==> config.mk <==
export PLATFORM = sky130hd
export DESIGN_NAME = bp_pht
export DESIGN_NICKNAME = d
export VERILOG_FILES = /design/src/rtl/bp_pkg.sv /design/src/rtl/sat_cnt_upd.sv /design/src/rtl/bp_pht.sv
export SDC_FILE = /design/constraint.sdc
export NUM_CORES = 1
export LEC_CHECK = 0
export ABC_CLOCK_PERIOD_IN_PS = 3700
export BUFFER_PORTS_ARGS = -buffer_cell sky130_fd_sc_hd__buf_2
export CAP_MARGIN = 0
export CORE_UTILIZATION = 30
export DETAILED_ROUTE_END_ITERATION = 8
export GPL_TIMING_DRIVEN = 0
export MAX_ROUTING_LAYER = met4
export SETUP_SLACK_MARGIN = 0.02
export SYNTH_ARGS = -nofsm -noshare
export SYNTH_HDL_FRONTEND = slang
export SYNTH_HIERARCHICAL = 1
export SYNTH_SLANG_ARGS = --single-unit
==> constraint.sdc <==
create_clock -name clk -period 3.7 [get_ports clk]
set_clock_uncertainty 0.15 [all_clocks]
set_input_delay 0.37 -clock clk [delete_from_list [all_inputs] [get_ports clk]]
set_output_delay 0.37 -clock clk [all_outputs]
set_load 0.01 [all_outputs]
==> src/rtl/bp_pkg.sv <==
`default_nettype none
// ============================================================================
// Module   : bp_pkg
// Purpose  : Shared types and constants for the branch-predictor PHT:
//            counter width, 2-bit counter encodings and control FSM states.
// Revision : 1.0 - initial release
// ============================================================================
package bp_pkg;

  localparam int CNT_W = 2;

  // Saturating counter encodings; bit 1 is the predicted direction
  localparam logic [CNT_W-1:0] SNT = 2'b00;  // strongly not taken
  localparam logic [CNT_W-1:0] WNT = 2'b01;  // weakly not taken
  localparam logic [CNT_W-1:0] WT  = 2'b10;  // weakly taken
  localparam logic [CNT_W-1:0] ST  = 2'b11;  // strongly taken

  // Table control: INIT sweeps every entry, RUN serves traffic
  typedef enum logic [0:0] {
    INIT = 1'b0,
    RUN  = 1'b1
  } state_e;

endpackage : bp_pkg
`default_nettype wire

==> src/rtl/sat_cnt_upd.sv <==
`default_nettype none
// ============================================================================
// Module   : sat_cnt_upd
// Purpose  : Combinational 2-bit saturating counter step. Taken moves the
//            counter toward ST, not-taken toward SNT, clamping at both ends.
// Revision : 1.0 - initial release
// ============================================================================
module sat_cnt_upd
  import bp_pkg::*;
(
  input  logic [CNT_W-1:0] cnt_in,
  input  logic             taken,
  output logic [CNT_W-1:0] cnt_out
);

  // Step one position in the outcome direction, holding at the extremes
  always_comb begin
    cnt_out = cnt_in;
    if (taken) begin
      if (cnt_in != ST) cnt_out = cnt_in + 2'd1;
    end else begin
      if (cnt_in != SNT) cnt_out = cnt_in - 2'd1;
    end
  end

endmodule : sat_cnt_upd
`default_nettype wire

==> src/rtl/bp_pht.sv <==
`default_nettype none
// ============================================================================
// Module   : bp_pht
// Purpose  : Pattern history table of 2-bit saturating counters. Registered
//            lookup port plus a two-stage read-modify-write update pipeline
//            with forwarding so back-to-back updates behave serially.
// Revision : 1.0 - initial release
// ============================================================================
module bp_pht
  import bp_pkg::*;
#(
  parameter int               IDX_W    = 4,
  parameter logic [CNT_W-1:0] INIT_CNT = 2'b01
) (
  input  logic             clk,
  input  logic             reset,
  output logic             ready,
  input  logic             lk_valid,
  input  logic [IDX_W-1:0] lk_idx,
  output logic             pred_valid,
  output logic             pred_taken,
  output logic [CNT_W-1:0] pred_cnt,
  input  logic             up_valid,
  input  logic [IDX_W-1:0] up_idx,
  input  logic             up_taken,
  output logic             up_done,
  output logic [CNT_W-1:0] up_cnt
);

  localparam int DEPTH = 1 << IDX_W;

  logic [CNT_W-1:0] table_q [DEPTH];

  state_e           state_q;
  logic [IDX_W-1:0] init_ptr_q;
  logic             ready_q;

  // S1 registers; the cycle after capture is the S2 compute/write cycle
  logic             s1_valid_q;
  logic [IDX_W-1:0] s1_idx_q;
  logic             s1_taken_q;
  logic [CNT_W-1:0] s1_cnt_q;

  logic             pred_valid_q;
  logic [CNT_W-1:0] pred_cnt_q;

  logic [CNT_W-1:0] s2_cnt_d;   // value S2 writes back this cycle
  logic             s2_wr;      // S2 write happens at the coming edge
  logic [CNT_W-1:0] lk_cnt_d;   // forwarded value for the lookup port
  logic [CNT_W-1:0] s1_cnt_d;   // forwarded value for the S1 capture

  sat_cnt_upd u_sat_cnt_upd (
    .cnt_in  (s1_cnt_q),
    .taken   (s1_taken_q),
    .cnt_out (s2_cnt_d)
  );

  // A reset arriving in the S2 cycle kills the write-back and its pulse
  assign s2_wr = s1_valid_q && !reset;

  // Bypass the in-flight S2 write so readers see serial ordering
  always_comb begin
    lk_cnt_d = table_q[lk_idx];
    s1_cnt_d = table_q[up_idx];
    if (s1_valid_q && (s1_idx_q == lk_idx)) lk_cnt_d = s2_cnt_d;
    if (s1_valid_q && (s1_idx_q == up_idx)) s1_cnt_d = s2_cnt_d;
  end

  // Control FSM: sweep every entry after reset, then serve traffic
  always_ff @(posedge clk) begin
    if (reset) begin
      state_q    <= INIT;
      init_ptr_q <= '0;
      ready_q    <= 1'b0;
    end else begin
      case (state_q)
        INIT: begin
          init_ptr_q <= init_ptr_q + 1'b1;
          if (init_ptr_q == {IDX_W{1'b1}}) begin
            state_q <= RUN;
            ready_q <= 1'b1;
          end
        end
        RUN: begin
          state_q <= RUN;
        end
        default: begin
          state_q <= INIT;
          ready_q <= 1'b0;
        end
      endcase
    end
  end

  // Counter storage: written only by the INIT sweep or the S2 write-back
  always_ff @(posedge clk) begin
    if (!reset) begin
      if (state_q == INIT) begin
        table_q[init_ptr_q] <= INIT_CNT;
      end else if (s1_valid_q) begin
        table_q[s1_idx_q] <= s2_cnt_d;
      end
    end
  end

  // Update pipeline S1 capture of index, outcome and forwarded counter
  always_ff @(posedge clk) begin
    if (reset) begin
      s1_valid_q <= 1'b0;
      s1_idx_q   <= '0;
      s1_taken_q <= 1'b0;
      s1_cnt_q   <= '0;
    end else begin
      s1_valid_q <= up_valid && ready_q;
      if (up_valid && ready_q) begin
        s1_idx_q   <= up_idx;
        s1_taken_q <= up_taken;
        s1_cnt_q   <= s1_cnt_d;
      end
    end
  end

  // Lookup port: one-cycle registered prediction, value held when idle
  always_ff @(posedge clk) begin
    if (reset) begin
      pred_valid_q <= 1'b0;
      pred_cnt_q   <= '0;
    end else begin
      pred_valid_q <= lk_valid && ready_q;
      if (lk_valid && ready_q) pred_cnt_q <= lk_cnt_d;
    end
  end

  assign ready      = ready_q;
  assign pred_valid = pred_valid_q;
  assign pred_cnt   = pred_cnt_q;
  assign pred_taken = pred_cnt_q[1];
  assign up_done    = s2_wr;
  assign up_cnt     = s2_wr ? s2_cnt_d : '0;

endmodule : bp_pht
`default_nettype wire

## Yosys cells after proc, flatten, opt, wreduce, memory -nomap -nowiden

Memory sizes are Yosys's and may differ from the RTL's.
Index checks and enable logic that the tools add are counted.

| word-level totals | value |
|---|---|
| flip-flop bits (word level) | 17 |
| RAM bits | 32 |
| bits of input ports | 13 |
| output and inout port bits | 8 |
| word-level logic and storage cells | 45 |
| memories kept | 1 |

| cells by class | value |
|---|---|
| $add $sub $neg | 3 |
| equality and inequality tests | 4 |
| mux-type cells | 18 |
| bitwise operators | 1 |
| reductions and logical operators | 9 |

Memory list:

| name | words | width | read ports | clocked after Yosys merged registers in | wr ports | line | RTL |
|---|---|---|---|---|---|---|---|
| table_q | 16 | 2 | 2 | 0 | 1 | bp_pht.sv:32 | `logic [CNT_W-1:0] table_q [DEPTH];` |

Operators by type and width:

| operator | count |
|---|---|
| 2-bit two-way mux | 7 |
| 1-bit two-way mux | 9 |
| 4-bit == test | 2 |
| 1-bit logical AND | 5 |
| 4-bit by 1-bit adder with 4-bit output (second input constant) | 1 |
| 4-bit == test (second input constant) | 1 |
| 4-bit two-way mux | 1 |
| 2-bit by 1-bit adder with 2-bit output (second input constant) | 1 |
| 2-bit inequality test (second input constant) | 1 |
| 1-bit one-hot mux with 2 select lines | 1 |
| 2-bit AND reduction | 1 |
| 2-bit nonzero test | 1 |
| 2-bit OR reduction | 1 |
| 2-bit by 1-bit subtractor with 2-bit output (second input constant) | 1 |
| 1-bit zero test | 1 |
| 1-bit NOT | 1 |

## Longest topological paths before layout

Gate-level depths: netlist (run 1).

| logic depth | value |
|---|---|
| depth in word-level cells | 6 |
| gate-level depth with buffers | 6 |
| mapped depth without buffers | 5 |

## By module

The synthesis (run 1) kept the hierarchy.

Modules (own cells, without submodules):

| module | instances | cells an instance | area each (sq um) | sequential area each (sq um) |
|---|---|---|---|---|
| bp_pht | 1 | 205 | 2454.9 | 1301.2 |
| sat_cnt_upd | 1 | 3 | 26.3 | 0.0 |

## Worst setup path after synthesis (run 1)

No wires, ideal clock.

| timing | value |
|---|---|
| path kind | register to register |
| from | register s1_valid_q |
| to | memory table_q[2][0] (enable) |
| setup time | 0.309 ns |
| arrival | 1.449 ns |
| required time | 3.241 ns |
| slack | 1.793 ns |
| cell stages (with the launch flop) | 7 |
| path buffers | 1 |
| clock period less this slack | 1.907 ns |
| path through | dfxtp_1 nor2b_1 nand2_1 clkbuf_1 nor3b_1 a31oi_1 nor2_1 |

| between the ends | value |
|---|---|
| longest elaborated chain between the ends | 6 |
| elaborated cells between the ends (all ways) | 7 |
| classes of those cells | mux (6); reduce/logical (1) |

Ends and longest elaborated chain:

| item | line | RTL |
|---|---|---|
| start: declaration | bp_pht.sv:39 | `logic s1_valid_q;` |
| start signal: assignment | bp_pht.sv:114 | `s1_valid_q <= up_valid && ready_q;` |
| 1-bit two-way mux (*) | bp_pht.sv:100 | `end else if (s1_valid_q) begin` |
| 1-bit two-way mux (*) | bp_pht.sv:98 | `if (state_q == INIT) begin` |
| 1-bit two-way mux (*) | bp_pht.sv:97 | `if (!reset) begin` |
| 1-bit two-way mux (not written as such) (*) | bp_pht.sv:101 | `table_q[s1_idx_q] <= s2_cnt_d;` |
| 2-bit OR reduction (no source line) | n/a |  |
| 4-bit two-way mux (no source line) or 1-bit two-way mux (tied branches) | n/a |  |
| end: declaration | bp_pht.sv:32 |  |

Mark *: on every way between the ends. The rest lies on a longest branch, timed or not.

## Final worst setup path (run 1)

| timing | value |
|---|---|
| from | register s1_valid_q |
| to | memory table_q[1][0] (enable) |

Same word-level chain as after synthesis.

==> run metrics, run 1 <==
CP Capture Type=flop; Worst Hold Class=in2reg; CTS clock-pin slew for the worst setup and hold paths=about 0.09 ns; DRC Markers=0; Setup violations, final=0; hold slack=about 0.15 ns; Layout fillers=roughly 780; Worst-Skew Late Latency=around 0.30 ns; routed len/inst=15.7 um; WL met3=between 200 and 250 um; Final min period=between 2 and 2.5 ns; flops & latches, synth=49; Vias/cell=about 5.2; CTS buffer count=5; H-tree levels=2; status=finished, final reports clean; RSZ-0062 raised after global routing=no; slowest CP cell=a31oi_1; Internal=between 0.8 and 0.9 mW; post-synthesis sequential area ratio=0.524; worst rel slew slack=0.539; overall power=between 1 and 1.5 mW; Syn Std Cell Area=2480 um^2; Port Buf Inserts=17; Core Footprint=7850 um^2; Startpoint Class=flop; asr flop ratio synth=0; Multi-input gate area=approximately 1100 um^2; Final Max Tran Viols=0; initial antenna violation count=0; CTS sink cnt=49; ANT cells=0; final worst path period share=0.618; Clock power frac=0.361; die width=slightly above 90 um; I/O Pins=21; sw frac=0.219; Buf/Inv on CP=1; max-cap violation count=0; CP required=between 3 and 4 ns; Crit Path Class=reg2reg; Crit. Startpoint=s1_valid_q; most area-consuming cells after synthesis=edfxtp_1 (39%), mux4_2 (15%), dfxtp_1 (14%), nor2_1 (4.7%), nand2_1 (3.3%); CTS Root Cell=clkbuf_8; cell with the most instances after synthesis=edfxtp_1; cell family with the largest share of critical-path delay=simple AND/OR/NAND/NOR gates; first-pass GRT wire length=8.41 mm; Unique masters post-synth=36; Data arrival, critical path=2.17 ns; post-synth top area cell=edfxtp_1; Post-DP HPWL=approximately 4 mm; 1st-iter DRT viols=77; largest net degree at the start of global routing=17; register area=about 1300 um^2; First-pass DRT Iterations=4; post-synth top area share=0.387; Avg Cell Area, Syn=11.9 um^2; CP Cell Sequence=nor2b_1 > nand2_1 > clkbuf_1 > a31oi_1 > nor2_1; TritonCTS clock tree=yes; post_cts resized=0; WL met2=approximately 2.6 mm; CTS max path bufs=2; # Post-CTS Setup Buffers=0; max incr delay on CP=about 0.60 ns; R2R Path Start=s1_valid_q; Switch Pwr=~0.23 mW; gr ovfl total=0; Tot GR Track Use=0.134; most used flip-flop cell after synthesis=edfxtp_1; met1 wire length=roughly 2.4 mm; hold violation count in the final report=0; worst-margin pin slew=0.689 ns; Hold-fix buffers, CTS=0; Max VDD drop=approximately 0.12 mV; setup TNS=0 ns; GPL Wtd Cong=just over 0.8; Antenna Violating Nets Remaining=0; row count=32; power density over the cells=around 370 nW/um^2; Die Area=about 8600 um^2; Die Span Y=92.9 um; Synth Net Count=about 220; Combinational Power Share=0.078; Post-synth EDFFs=32; Seq pwr share=0.561; Max FO, Critical Path=10; Synth-to-Final Area Change=13.2%; max layer used=met4; top cells by count, synth=edfxtp_1 (32), nor2_1 (31), nand2_1 (22); Achievable Freq=between 400 and 500 MHz; final core occ=0.358; yosys warns=6; Syn Inst Count=roughly 210; via count=around 1,700; vias in the first global route=~1,600; Starting Density=0.316; NumNets Final=246; layout cells sized above 1=0.236; hold_sp=up_taken; DRT Wirelength=between 5 and 6 mm; LEAKAGE=a little under 1 nW
[state kept, by name, summed over array words and instances, names as in the netlist]
register / flops
table_q: 32
init_ptr_q: 4
s1_idx_q: 4
pred_cnt: 2
s1_cnt_q: 2
pred_valid: 1
ready: 1
s1_taken_q: 1
s1_valid_q: 1
state_q: 1
[metrics by stage]
step	setup WS [ns]	instance area [um^2]	instances
global route	1.28	2810	335
detailed placement	1.44	2690	327
floorplan	1.79	2480	208
global placement	1.45	2690	327
finish	1.41	2810	335
CTS	1.45	2810	335
[metal layers]
layer,vias up,global-route usage
met5,-,-
met2,54,0.219
met1,865,0.167
met4,0,0.0577
met3,8,0.0172
li1,814,-
[worst reg2reg max path, cell delays in order (launching register included)]
cell and delay (ns):
dfxtp_1 0.43, nor2b_1 0.31, nand2_1 0.12, clkbuf_1 0.22, a31oi_1 0.60, nor2_1 0.19
[cell families (layout without fill, tap and decap cells)]
family	Yosys count	after routing	share of synthesized area
and+or+nand+nor	81	81	0.149
DFF	49	49	0.524
AOI/OAI and AO/OA	26	26	0.0676
muxes	23	23	0.174
buffers and inverters	18	43	0.0429
xor gates and xnor gates	8	8	0.0282
adders and majority gates	3	3	0.0141
[power groups by stage]
stage | clock [mW] | sequential (mW) | combinational, mW
global placement | 0 | 0.602 | 0.0817
finish | 0.379 | 0.589 | 0.0822
detailed placement | 0 | 0.602 | 0.0824
global route | 0.408 | 0.590 | 0.0904
CTS | 0.388 | 0.589 | 0.0826
floorplan | 0 | 0.600 | 0.0569
[layout by cell type (no fill, tap or decap), drive strengths merged]
master,n
a211oi,2
a21oi,8
a222oi,1
a22oi,4
a311oi,2
a31oi,7
and2,3
and3,1
buf,24
bufinv,1
clkbuf,10
clkinv,1
clkinvlp,1
dfxtp,17
edfxtp,32
ha,1
inv,6
maj3,2
mux2,1
mux2i,6
mux4,16
nand2,22
nand2b,1
nand3,10
nand4b,1
nor2,31
nor2b,6
nor3,3
nor3b,1
o21ai,1
o22ai,1
or2,1
or4b,1
xnor2,2
xor2,6
[final timing paths]
path              endpoint  slack, ns  depth (start not counted)
max          table_q[1][0]       1.41                          5
min             s1_taken_q       0.15                          3
max reg2reg  table_q[1][0]       1.41                          5
min reg2reg     s1_taken_q       0.35                          2
[area by class of cell]
type                    instances  area share
clock buffers                   5      0.0245
clock inverters                 3      0.0165
inverters                       6     0.00802
repair buffers                 17      0.0303
multi-input cells             141       0.382
plain buffers                  12      0.0298
flip-flops and latches         49       0.463
well taps                     102      0.0454
(Power assumes the default switching activity.)
==> run 2, diff against run 1 <==
--- a/config.mk
+++ b/config.mk
@@ -5,7 +5,7 @@
 export SDC_FILE = /design/constraint.sdc
 export NUM_CORES = 1
 export LEC_CHECK = 0
-export ABC_CLOCK_PERIOD_IN_PS = 3700
+export ABC_CLOCK_PERIOD_IN_PS = 1900
 export BUFFER_PORTS_ARGS = -buffer_cell sky130_fd_sc_hd__buf_2
 export CAP_MARGIN = 0
 export CORE_UTILIZATION = 30
==> constraint.sdc (replaced) <==
create_clock -name clk -period 1.9 [get_ports clk]
set_clock_uncertainty 0.15 [all_clocks]
set_input_delay 0.19 -clock clk [delete_from_list [all_inputs] [get_ports clk]]
set_output_delay 0.19 -clock clk [all_outputs]
set_load 0.01 [all_outputs]
==> run 2 against run 1 <==
Combinational power up 130%; sequential cell count unchanged; first-iteration DRC count increased by 22%; critical path depth is 1 higher; clock power up 75%; non-clock buffer count increased by 6; wire length up 2.1%; largest cell class unchanged.
==> run metrics, run 2 (synthesis gave the netlist of run 1 again) <==
routed len/inst=approximately 16 um; hold path depth=3; first-pass GRT wire length=between 8 and 9 mm; 1st-iter DRT viols=94; CTS clock-pin slew for the worst setup and hold paths=0.10 ns; R2R Path Start=s1_valid_q; Die Span Y=a little over 90 um; power density over the cells=666 nW/um^2; overall power=approximately 2 mW; Setup violations, final=0; initial antenna violation count=0; via count=1,714; most common cell after layout, fill and taps aside=edfxtp_1; Startpoint Class=flop; die width=roughly 93 um; Achievable Freq=549 MHz; Max VDD drop=about 0.24 mV; Vias/cell=between 5 and 6; sw frac=0.253; Port Buf Inserts=17; max FFs per register=32; Post-DP HPWL=just under 4 mm; Worst R2R Setup Slack=slightly below 0.08 ns; final worst path period share=0.959; Switch Pwr=a little over 0.5 mW; DRT Wirelength=5.36 mm; CP Cell Sequence=nor2b_4 > nand2_1 > buf_6 > mux2i_4 > nand2_2 > nor2_4; commonest cells after routing, fill and taps aside=edfxtp_1 (32), nand2_1 (20), buf_2 (19); status=finished, final reports clean; vias in the first global route=around 1,600; gr ovfl total=0; Worst Hold Class=in2reg; cell family with the largest share of critical-path delay=simple AND/OR/NAND/NOR gates; max-cap violation count=0; Crit Path Class=reg2reg; NumNets Final=between 200 and 300; Final min period=around 1.8 ns; Seq pwr share=0.574; LEAKAGE=between 1 and 1.5 nW; Starting Density=0.316; Final Max Tran Viols=0; R2R Path End=table_q[1][0]; R2R cell count=6; First-pass DRT Iterations=4; Tot GR Track Use=0.138; DRC Markers=0; worst rel slew slack=0.624; Max FO, Critical Path=10; ANT cells=0; RSZ-0062 raised after global routing=yes; row count=32; layout cells sized above 1=0.385; Layout fillers=just under 800; Clock power frac=0.332; max incr delay on CP=0.37 ns; H-tree levels=2; CP Capture Type=flop; hold_sp=up_idx[1]; Worst-Skew Late Latency=around 0.31 ns; hold violation count in the final report=0; largest net degree at the start of global routing=19; Internal=1.49 mW; CTS sink cnt=49; I/O Pins=21; Data arrival, critical path=roughly 1.7 ns; Die Area=8640 um^2; slowest CP cell=dfxtp_4; Core Footprint=between 7000 and 8000 um^2; CP required=approximately 1.8 ns; Synth-to-Final Area Change=20.8%; Regs by FF count=table_q: 32 flops, init_ptr_q: 4 flops, s1_idx_q: 4 flops; Antenna Violating Nets Remaining=0; worst-margin pin slew=between 0.5 and 0.6 ns; GPL Wtd Cong=a little over 0.8; CTS Root Cell=clkbuf_8; Buf/Inv on CP=1; CTS buffer count=5; Combinational Power Share=0.094; Hold Path End=s1_idx_q[1]; TritonCTS clock tree=yes; CTS max path bufs=2; Largest Register=table_q; final core occ=0.382
[run 2: cell types whose count changed in the layout (fill, tap and decap cells not counted), sizes merged]
cell         change
dlygate4sd3      +2
inv              +3
clkinvlp         -1
buf              +5
clkinv           -1
bufinv           -1
clkbuf           -1
[run 2: area by class of cell]
| cell class | instances | area, um^2 | share of cell area |
|---|---|---|---|
| inverter | 6 | 22.5 | 0.00752 |
| sequential | 49 | 1310 | 0.438 |
| buffer | 12 | 92.6 | 0.0309 |
| clock inverter | 3 | 28.8 | 0.00960 |
| tap | 102 | 128 | 0.0426 |
| clock buffer | 5 | 68.8 | 0.0230 |
| multi-input combinational | 141 | 1210 | 0.403 |
| timing repair buffer | 23 | 135 | 0.0451 |
[run 2: tightest hold or removal path: stages]
cell	delay [ns]
buf_6	0.13
nand2_1	0.06
a21oi_1	0.05
[run 2: routing by layer]
metal  up-vias  track usage  part of all wire
met5         -            -                 0
met2        48        0.216              0.50
met1       835        0.172              0.43
li1        825            -                 -
met3         6       0.0263             0.049
met4         0       0.0667             0.017
[run 2: through the flow]
step	setup WS, ns	hold slack (ns)	instance area [um^2]	cells	TNS [ns]
floorplan	0.0726	0.153	2480	208	0
global placement	-0.270	0.286	2700	327	-6.49
detailed placement	-0.276	0.304	2700	327	-5.91
CTS	0.0131	0.00198	2890	337	0
global route	0.0137	0.0111	3000	341	0
finish	0.0788	0.0179	3000	341	0
[run 2: worst max-delay path by stage]
stage,from,end,depth (start not counted)
after floorplan,s1_valid_q,table_q[11][0],6
after global placement,s1_valid_q,table_q[1][1],6
after detailed placement,s1_valid_q,table_q[2][0],6
after CTS,s1_valid_q,table_q[9][0],6
after global routing,s1_valid_q,table_q[2][0],6
final,s1_valid_q,table_q[1][0],6
[run 2: repair_timing]
action / CTS / global route
gates resized for setup: 23 / 22
hold endpoints to repair: 4 / 0
hold buffers: 2 / 0
setup endpoints to repair: 50 / 36
buffers inserted: 0 / 4
pin swaps: 3 / 11
[run 2: power by group through the flow]
stage                     clock, mW  combinational [mW]  sequential [mW]
after floorplan                   0               0.111             1.17
after global placement            0               0.160             1.17
after detailed placement          0               0.160             1.17
after CTS                     0.680               0.176             1.15
after global routing          0.725               0.205             1.15
final                         0.662               0.189             1.15
==> run 3, diff against run 2 <==
--- a/config.mk
+++ b/config.mk
@@ -5,7 +5,7 @@
 export SDC_FILE = /design/constraint.sdc
 export NUM_CORES = 1
 export LEC_CHECK = 0
-export ABC_CLOCK_PERIOD_IN_PS = 1900
+export ABC_CLOCK_PERIOD_IN_PS = 2100
 export BUFFER_PORTS_ARGS = -buffer_cell sky130_fd_sc_hd__buf_2
 export CAP_MARGIN = 0
 export CORE_UTILIZATION = 30
==> constraint.sdc (replaced) <==
create_clock -name clk -period 2.1 [get_ports clk]
set_clock_uncertainty 0.15 [all_clocks]
set_input_delay 0.21 -clock clk [delete_from_list [all_inputs] [get_ports clk]]
set_output_delay 0.21 -clock clk [all_outputs]
set_load 0.01 [all_outputs]
==> run 3 against run 2 <==
Final area is 4.4% lower; final cell count down 1.5%; core utilization decreased by 1.7 points; non-clock buffer count is 5 lower; clock power rose by 2%; largest power group unchanged.
==> run metrics, run 3 (synthesis gave the netlist of run 1 again) <==
status=finished, final reports clean; Die Span Y=92.9 um; DRT Wirelength=around 5.2 mm; placed cells=327; hold violation count in the final report=0; die width=roughly 93 um; 1st-iter DRT viols=slightly above 80; Worst-Skew Late Latency=a little over 0.3 ns; first-pass GRT wire length=approximately 8.5 mm; H-tree levels=2; # Post-CTS Setup Buffers=0; CP Capture Type=flop; LEAKAGE=0.983 nW; largest net degree at the start of global routing=17; Data arrival, critical path=approximately 1.9 ns; cell family with the largest share of critical-path delay=compound AO/OA/AOI/OAI gates; Final min period=between 1.5 and 2 ns; commonest cells after routing, fill and taps aside=edfxtp_1 (32), nor2_1 (27), nand2_1 (22); Layout Cells excl Fill=roughly 340; slowest CP cell=a31oi_1; Synth-to-Final Area Change=15.5%; I/O Pins=21; Post-DP HPWL=3.93 mm; final worst path period share=0.945; Core Footprint=between 7000 and 8000 um^2; worst-margin pin slew=about 0.60 ns; First-pass DRT Iterations=4; Achievable Freq=504 MHz; Startpoint Class=flop; max-cap violation count=0; initial antenna violation count=0; Critical Path Stages=5; worst rel slew slack=0.597; DRC Markers=0; Worst Hold Class=in2reg; Vias/cell=approximately 5.1; max incr delay on CP=between 0.5 and 0.6 ns; Largest Register=table_q; Final Max Tran Viols=0; CTS Root Cell=clkbuf_8; Port Buf Inserts=17; Die Area=roughly 8600 um^2; NumNets Final=247; TritonCTS clock tree=yes; gr ovfl total=0; CTS clock-pin slew for the worst setup and hold paths=about 0.09 ns; vias in the first global route=between 1,500 and 2,000; Max VDD drop=~0.22 mV; routed len/inst=15.6 um; Max FO, Critical Path=10; Layout fillers=about 800; Buf/Inv on CP=1; CP Cell Sequence=nor2b_4 > nand2_1 > clkbuf_2 > a31oi_1 > nor2_1; register area=about 1300 um^2; CTS buffer count=5; hold path depth=2; R2R cell count=5; Setup violations, final=0; CTS sink cnt=around 50; power density over the cells=651 nW/um^2; layout cells sized above 1=0.291; Starting Density=0.316; Tot GR Track Use=0.136; via count=approximately 1,700; setup TNS=0 ns; Regs by FF count=table_q: 32 flops, init_ptr_q: 4 flops, s1_idx_q: 4 flops; RSZ-0062 raised after global routing=no; row count=32; ANT cells=0; most common cell after layout, fill and taps aside=edfxtp_1; Multi-input gate area=around 1100 um^2; CTS max path bufs=2; max FFs per register=32; CP required=1.98 ns; Antenna Violating Nets Remaining=0; overall power=between 1.5 and 2 mW; GPL Wtd Cong=between 0.8 and 0.9; Crit Path Class=reg2reg
run 3: worst register-to-register path: stages (launching register included):
cell,delay [ns]
dfxtp_2,0.38
nor2b_4,0.20
nand2_1,0.09
clkbuf_2,0.21
a31oi_1,0.53
nor2_1,0.16
run 3: final timing paths:
check	from	slack [ns]	to
worst min register to register	s1_taken_q	0.35	s1_taken_q
worst max register to register	s1_valid_q	0.12	table_q[12][1]
worst min-delay path	lk_valid	0.01	pred_cnt[1]
worst max-delay path	s1_valid_q	0.12	table_q[12][1]
run 3: where the power goes:
| group | internal, mW | switching (mW) | total [mW] |
|---|---|---|---|
| registers | 1.03 | 0.0126 | 1.04 |
| clock network | 0.356 | 0.318 | 0.674 |
| logic | 0.0663 | 0.0866 | 0.153 |
run 3: area by class of cell:
type / count / area share
buffer: 12 / 0.0297
clock buffer: 5 / 0.0240
clock inverter: 3 / 0.0162
inverter: 6 / 0.00786
multi-input combinational: 141 / 0.389
sequential: 49 / 0.455
tap: 102 / 0.0445
timing repair buffer: 18 / 0.0332
run 3: what timing repair did:
item / CTS / global route
gates cloned: 0 / 0
hold buffers: 1 / 0
gates resized for setup: 5 / 9
endpoints found under the hold margin: 1 / 0
endpoints found under the setup margin: 32 / 31
run 3: metrics by stage:
step / util / cell area [um^2] / hold slack, ns / setup WS [ns]
floorplan: - / 2480 / 0.173 / 0.193
global placement: 0.343 / 2690 / 0.305 / -0.112
detailed placement: 0.343 / 2690 / 0.315 / -0.132
CTS: 0.362 / 2840 / 0.00711 / 0.0396
global route: 0.365 / 2870 / 0.0262 / 0.0309
finish: 0.365 / 2870 / 0.0100 / 0.116
run 3: metal layers:
layer / vias up / global-route usage / part of all wire
met5: - / - / 0
met4: 0 / 0.0551 / 0.022
met3: 8 / 0.0156 / 0.057
met2: 49 / 0.222 / 0.49
met1: 837 / 0.171 / 0.43
li1: 818 / - / -
